File: src/rtl/vector_alu_sequencer.sv
// vector_alu_sequencer: issues one packed vector instruction to an external
// combinational scalar ALU one lane per cycle, collects each lane's result
// and {Z,N} flags, and presents the assembled vector on a valid/ready output.
//
// Handshake rules (both sides): a transfer happens on a rising edge where
// valid and ready are both 1. The producer holds its payload stable while
// valid=1 and ready=0. Here start_ready is 1 only in IDLE. out_valid is 1
// only in DONE, and the result payload stays frozen until the transfer.
// start_ready rises one cycle after the output transfer, never in the same
// cycle.
module vector_alu_sequencer #(
  parameter int WIDTH = 8,
  parameter int LANES = 4
) (
  input  logic                     clk,
  input  logic                     rst,
  input  logic                     start_valid,
  output logic                     start_ready,
  input  logic [1:0]               op,
  input  logic [LANES*WIDTH-1:0]   vec_a,
  input  logic [LANES*WIDTH-1:0]   vec_b,
  output logic [WIDTH-1:0]         alu_a,
  output logic [WIDTH-1:0]         alu_b,
  output logic [1:0]               alu_ctrl,
  input  logic [WIDTH-1:0]         alu_result,
  input  logic [1:0]               alu_flags,
  output logic                     out_valid,
  input  logic                     out_ready,
  output logic [LANES*WIDTH-1:0]   vec_result,
  output logic [2*LANES-1:0]       lane_flags,
  output logic                     any_n,
  output logic                     all_z,
  output logic [1:0]               dbg_state
);

  localparam int CW = (LANES > 1) ? $clog2(LANES) : 1;

  typedef enum logic [1:0] {
    IDLE = 2'd0,
    RUN  = 2'd1,
    DONE = 2'd2
  } state_t;

  state_t                 state_q;
  state_t                 state_d;
  logic [CW-1:0]          cnt_q;
  logic [LANES*WIDTH-1:0] a_q;
  logic [LANES*WIDTH-1:0] b_q;
  logic [1:0]             op_q;
  logic                   last_lane;

  assign last_lane = (cnt_q == CW'(LANES - 1));
  assign dbg_state = state_q;

  // State register; reset discards any instruction in flight.
  always_ff @(posedge clk) begin
    if (rst) begin
      state_q <= IDLE;
    end else begin
      state_q <= state_d;
    end
  end

  // Next-state logic plus handshake and ALU-drive outputs (ALU idles at 0/add).
  always_comb begin
    state_d     = state_q;
    start_ready = 1'b0;
    out_valid   = 1'b0;
    alu_a       = '0;
    alu_b       = '0;
    alu_ctrl    = 2'b00;
    case (state_q)
      IDLE: begin
        start_ready = 1'b1;
        if (start_valid) begin
          state_d = RUN;
        end
      end
      RUN: begin
        alu_a    = a_q[int'(cnt_q)*WIDTH +: WIDTH];
        alu_b    = b_q[int'(cnt_q)*WIDTH +: WIDTH];
        alu_ctrl = op_q;
        if (last_lane) begin
          state_d = DONE;
        end
      end
      DONE: begin
        out_valid = 1'b1;
        if (out_ready) begin
          state_d = IDLE;
        end
      end
      default: state_d = IDLE;
    endcase
  end

  // Operand capture on acceptance and per-lane result/flag collection.
  always_ff @(posedge clk) begin
    if (rst) begin
      cnt_q      <= '0;
      a_q        <= '0;
      b_q        <= '0;
      op_q       <= 2'b00;
      vec_result <= '0;
      lane_flags <= '0;
    end else begin
      case (state_q)
        IDLE: begin
          if (start_valid) begin
            a_q        <= vec_a;
            b_q        <= vec_b;
            op_q       <= op;
            cnt_q      <= '0;
            vec_result <= '0;
            lane_flags <= '0;
          end
        end
        RUN: begin
          vec_result[int'(cnt_q)*WIDTH +: WIDTH] <= alu_result;
          lane_flags[int'(cnt_q)*2 +: 2]         <= alu_flags;
          cnt_q                                  <= cnt_q + 1'b1;
        end
        default: begin
        end
      endcase
    end
  end

  // Aggregate flags from the registered lane flags: [0]=N, [1]=Z per lane.
  always_comb begin
    any_n = 1'b0;
    all_z = 1'b1;
    for (int i = 0; i < LANES; i++) begin
      any_n = any_n | lane_flags[2*i];
      all_z = all_z & lane_flags[2*i+1];
    end
  end

endmodule

File: config.mk
export PLATFORM = sky130hd
export DESIGN_NAME = vector_alu_sequencer
export DESIGN_NICKNAME = d
export VERILOG_FILES = /design/src/rtl/vector_alu_sequencer.sv
export SDC_FILE = /design/constraint.sdc
export NUM_CORES = 1
export LEC_CHECK = 0
export CORE_MARGIN = 5
export CORE_UTILIZATION = 40
export DETAILED_ROUTE_END_ITERATION = 12
export PLACE_DENSITY = 0.74
export SETUP_SLACK_MARGIN = 0.15
export SKIP_LAST_GASP = 1
export SLEW_MARGIN = 25
export SYNTH_ARGS = -nofsm -noshare
export SYNTH_HDL_FRONTEND = slang
export SYNTH_SLANG_ARGS = --single-unit
File: constraint.sdc
create_clock -name clk -period 2.1 [get_ports clk]
set_clock_uncertainty 0.2 [all_clocks]
set_input_delay 0.525 -clock clk [delete_from_list [all_inputs] [get_ports clk]]
set_output_delay 0.525 -clock clk [all_outputs]
set_load 0.05 [all_outputs]
==> Yosys cells after proc, flatten, opt, wreduce, memory -nomap -nowiden <==
Cells that the tools add are included.
{ "classes": {"n_addsub": 3, "n_eq_ne": 6, "n_shift": 6, "muxes": 17, "bitwise_logic": 6, "reduce_logical": 5} }
{ "op_table": {"columns": ["operator", "count"], "rows": [
  ["$pmux 32 s2", 1],
  ["$shiftx 32x6->8", 2],
  ["$neg 3->33", 1],
  ["$neg 5->33", 1],
  ["$shift 2x33->8 const A", 1],
  ["$shift 8x33->32 const A", 1],
  ["$shiftx 2x33->8", 1],
  ["$shiftx 8x33->32", 1],
  ["$bwmux 32", 1],
  ["$mux 32", 1],
  ["$mux 8", 3],
  ["$pmux 8 s2", 1],
  ["$mux 2", 5],
  ["$bwmux 8", 1],
  ["$ne 2x2->1 const B", 3],
  ["$pmux 2 s3", 1],
  ["$eq 2x2->1 const B", 2],
  ["$pmux 2 s2", 1],
  ["$reduce_and 2->1", 2],
  ["$and 1x1->1", 3],
  ["$or 1x1->1", 3],
  ["$reduce_and 3->1", 1],
  ["$add 2x1->2 const B", 1],
  ["$eq 2x1->1 const B", 1],
  ["3 further kinds", 4]
]} }
{ "word_totals": {"register_bits": 110, "out_inout_bits": 64} }

==> Longest topological paths before layout <==
{ "depth": {"word_depth": 4, "ltp_mapped": 8, "depth_no_buf": 5} }

==> Worst setup path before layout <==
No wires, ideal clock.
{ "synth_timing": {"kind": "flip-flop to output port", "start": "reg state_q[0] (netlist: dbg_state[0])", "end": "out alu_a[7]", "arrival_time_ps": 1746, "path_slack_ps": -371, "path_stages_with_launch": 5, "n_path_buf": 2, "path_cell_list": "dfxtp_1 > buf_6 > nor2b_1 > clkbuf_1 > and2_1"} }
{ "synth_via": {"elab_chain_cells": 2} }
{ "synth_rtl": {"columns": ["element", "line_no", "text"], "rows": [
  ["start: declaration", "44", "state_t state_q;"],
  ["start signal: assignment", "60", "state_q <= state_d;"],
  ["$eq 2x1->1", "72", "case (state_q)"],
  ["$mux 8", "72", null],
  ["end: declaration", "22", "output logic [WIDTH-1:0] alu_a,"]
]} }
No other way between the ends.

==> Final worst setup path <==
{ "layout_timing": {"start": "reg cnt_q[0]", "end": "out alu_b[7]"} }
{ "layout_via": {"elab_chain_cells": 2} }
{ "layout_rtl": {"columns": ["element", "line_no", "text"], "rows": [
  ["start: declaration", "46", "logic [CW-1:0] cnt_q;"],
  ["start signal: assignment", "121", "cnt_q <= cnt_q + 1'b1;"],
  ["$shiftx 32x6->8", "81", "alu_b = b_q[int'(cnt_q)*WIDTH +: WIDTH];"],
  ["$mux 8", "72", null],
  ["end: declaration", "23", "output logic [WIDTH-1:0] alu_b,"]
]} }
No other way between the ends.

==> summary.md <==
| Metric | Value |
|---|---|
| Switching power | 1.27 mW |
| Cell-internal power | 3.56 mW |
| Synth Warn # | 0 |
| Largest net degree at the start of global routing | 70 |
| # hold bufs at CTS | 0 |
| I/O pins | 144 |
| Hold path endpoint | a_q[19] |
| Worst Hold Class | flip-flop to flip-flop |
| Post-synthesis cell count | 479 |
| Clock Latency Late Sink | 0.34 ns |
| Final wirelength | 12700 µm |
| Critical Path Fanout Max | 6 |
| Comb pwr share | 17.7% |
| Clock transition at path regs | 0.07 ns |
| First-pass GRT wire length | 20600 µm |
| Type of the worst setup path | flip-flop to output port |
| Max cap viols | 0 |
| Slowest cell on crit path | mux4_2 |
| H-tree depth | 3 |
| Max Root-Sink Buffers | 2 |
| Gpl congestion | 0.775 |
| DR vias/cell | 5.15 |
| Mean Syn Cell Area | 9.40 µm² |
| Post-Place Cells | 753 |
| DPL Wire Length | 9110 µm |
| Routed Antenna Nets | 0 |
| Layout Cells excl Fill | 776 |
| Crit share post-route | 117% |
| Via count | 3995 |
| Slew @ Worst Pin | 0.424 ns |
| Chip width | 116 µm |
| Die Y | 116 µm |
| Crit path DAT | 1.73 ns |
| Worst r2r src | cnt_q[0] |
| Fin crit period | 2.46 ns |
| Overall Global Routing Usage | 19.2% |
| Synth cell types | 27 |
| Wire per inst | 16.4 µm |
| 1st-iter DRT viols | 298 |
| TritonCTS Buffers | 9 |
| Core area | 10900 µm² |
| WHS Path Cells | 2 |
| Total grt overflow | 0 |
| Power Density | 705 nW/µm² |
| Initial core utilization | 41.2% |
| Leak | 2.67 nW |
| Slew margin rel. | 71.6% |
| Slowest stage delay, CP | 0.48 ns |
| First-pass detailed-route iteration total | 5 |
| CTS root buffer | clkbuf_16 |
| TritonCTS clock tree | done |
| Worst slack, placed | -0.132 ns |
| Initial antenna violation count | 0 |
| Fmax | 407 MHz |
| Multi-input logic area | 2220 µm² |
| Worst Path Required | 1.37 ns |
| Status | complete, but fails checks |
| Crit path launch type | flip-flop |
| Share of layout cells above drive strength 1 | 27.2% |
| Worst Min Path Start | a_q[19] |
| Clock sink count | 110 |
| Cell row count | 38 |
| Flop and latch count out of synthesis | 110 |
| Crit path capture type | output port |
| Clk network pwr share | 36.2% |
| Area growth syn-to-layout | 52.1% |
| R2R Setup Slk | 0.17 ns |
| Seq pwr share | 46.2% |
| Seq. cell area | 2220 µm² |
| Final setup viols | 16 |
| Max Slew Vio Count | 0 |
| Layout fillers | 919 |
| Final Hold Viols | 0 |
| Setup WS post-layout | -0.358 ns |
| Mapped Area | 4500 µm² |
| Syn nets | 565 |
| R2R cell count | 5 |
| CP cell instances | clkbuf_16, mux4_2, and2_4, buf_12 |
| Die footprint | 13500 µm² |
| DRC viols | 0 |
| Register area share after synthesis | 48.9% |
| Ant. Diodes | 0 |
| Fin nets | 717 |
| Port Buffers | 143 |
| Failing checks | setup timing |
| Switching share of power | 26.3% |
| RSZ-0062 raised after global routing | yes |
| R2R Path End | vec_result[28] |
| Max VDD drop | 0.000399 V |
| Vias in the first global route | 4065 |
-- cell usage in the layout, fill, tap and decap left out, types with 3 or more instances in the layout --
master             n
a21oi_1           68
a21oi_2            4
a22o_1            20
and2_4            18
buf_12            30
buf_4             58
buf_6              3
clkbuf_16         10
clkdlybuf4s50_1   78
dfxtp_1          105
dfxtp_4            3
ha_1               4
inv_1              3
mux2_2             4
mux4_2            16
nand2_1          136
nand2b_1          11
nand3_1            3
nor2b_1           11
o2bb2ai_1         19
-- layer usage --
layer | wire length (µm) | global-route usage (%) | vias up
met2 | 6560 | 33.4 | 123
li1 | - | - | 1954
met4 | 110 | 3.87 | 0
met3 | 808 | 4.65 | 7
met5 | 0 | 0 | -
met1 | 5220 | 24.4 | 1911
-- per-stage QoR --
| step | utilization, % | setup TNS [ns] | hold slack, ns | cell area [µm²] | total power [mW] |
|---|---|---|---|---|---|
| 2_1_floorplan | - | 0 | 0.233 | 4610 | 2.72 |
| 3_3_place_gp | 58.7 | -5.67 | 0.239 | 6420 | 3.08 |
| 3_5_place_dp | 58.7 | -7.95 | 0.244 | 6420 | 3.10 |
| 4_1_cts | 62.1 | -5.50 | 0.254 | 6790 | 4.84 |
| 5_1_grt | 62.6 | -6.32 | 0.272 | 6840 | 5.02 |
| 6_report | 62.6 | -5.41 | 0.255 | 6840 | 4.82 |
-- power groups by stage --
stage | Sequential, mW | Combinational, mW | Clock (mW)
after detailed placement | 2.28 | 0.821 | 0
after floorplan | 2.30 | 0.422 | 0
after global routing | 2.24 | 0.920 | 1.86
after global placement | 2.28 | 0.807 | 0
final | 2.23 | 0.852 | 1.75
after CTS | 2.23 | 0.848 | 1.77
-- repair_timing --
item,CTS,global route
gates resized for setup,8,6
setup endpoints to repair,29,31
setup buffers,4,1
gates cloned,1,1
pin swaps,2,9
-- worst max-delay path by stage --
stage | startpoint | endpoint | slack, ns | depth (start not counted)
3_5_place_dp | start_valid | cnt_q[1] | -0.13 | 5
6_report | cnt_q[0] | alu_b[7] | -0.36 | 4
5_1_grt | cnt_q[0] | alu_b[1] | -0.41 | 4
2_1_floorplan | cnt_q[0] | alu_a[0] | 0.0005 | 4
4_1_cts | cnt_q[0] | alu_b[6] | -0.37 | 4
3_3_place_gp | start_valid | cnt_q[1] | -0.10 | 5
-- cell usage after synthesis --
master	count	area, µm²
mux4_2	16	360
nand2b_4	1	13.8
ha_1	6	75.1
a21oi_2	4	35.0
and4_1	1	8.76
dfxtp_1	110	2200
a22o_1	20	175
mux2_2	4	45.0
a21oi_1	68	340
or4_1	2	15.0
o2bb2ai_1	20	175
buf_6	3	33.8
and2_1	18	113
or3b_1	1	8.76
a22oi_1	1	7.51
o21ai_0	1	5.00
nor4_4	2	42.5
nor2_1	3	11.3
inv_1	4	15.0
nor2b_1	13	81.3
nand2_1	136	510
nor3b_2	1	12.5
buf_2	11	55.1
nand3_1	3	15.0
clkbuf_1	18	67.6
nand2b_1	11	68.8
buf_4	1	7.51
-- worst max-delay path, delay by kind of cell, from the launching register on --
kind / cells / cell delay, ns
buffers and inverters: 2 / 0.31
multiplexers: 1 / 0.48
flip-flops: 1 / 0.42
AND/OR/NAND/NOR: 1 / 0.18
-- state kept, by name (all words and copies together) (netlist names) --
| name | flops |
|---|---|
| dbg_state | 2 |
| cnt_q | 2 |
| vec_result | 32 |
| b_q | 32 |
| op_q | 2 |
| lane_flags | 8 |
| a_q | 32 |
-- final cells by class --
cell class | instances | area share [%]
inverter | 4 | 0.219
sequential | 110 | 32.4
multi-input combinational | 332 | 32.4
clock inverter | 7 | 1.17
clock buffer | 9 | 3.29
timing repair buffer | 174 | 28.0
tap | 140 | 2.56
-- logic make-up after synthesis --
| group | after synthesis | synth area share, % |
|---|---|---|
| AOI/OAI and AO/OA | 114 | 16.4 |
| adders and majority gates | 6 | 1.67 |
| buffers and inverters | 37 | 3.98 |
| DFF | 110 | 48.9 |
| muxes | 20 | 9.01 |
| and+or+nand+nor | 192 | 20.0 |
Note: power is estimated with default switching activity, not from simulation.
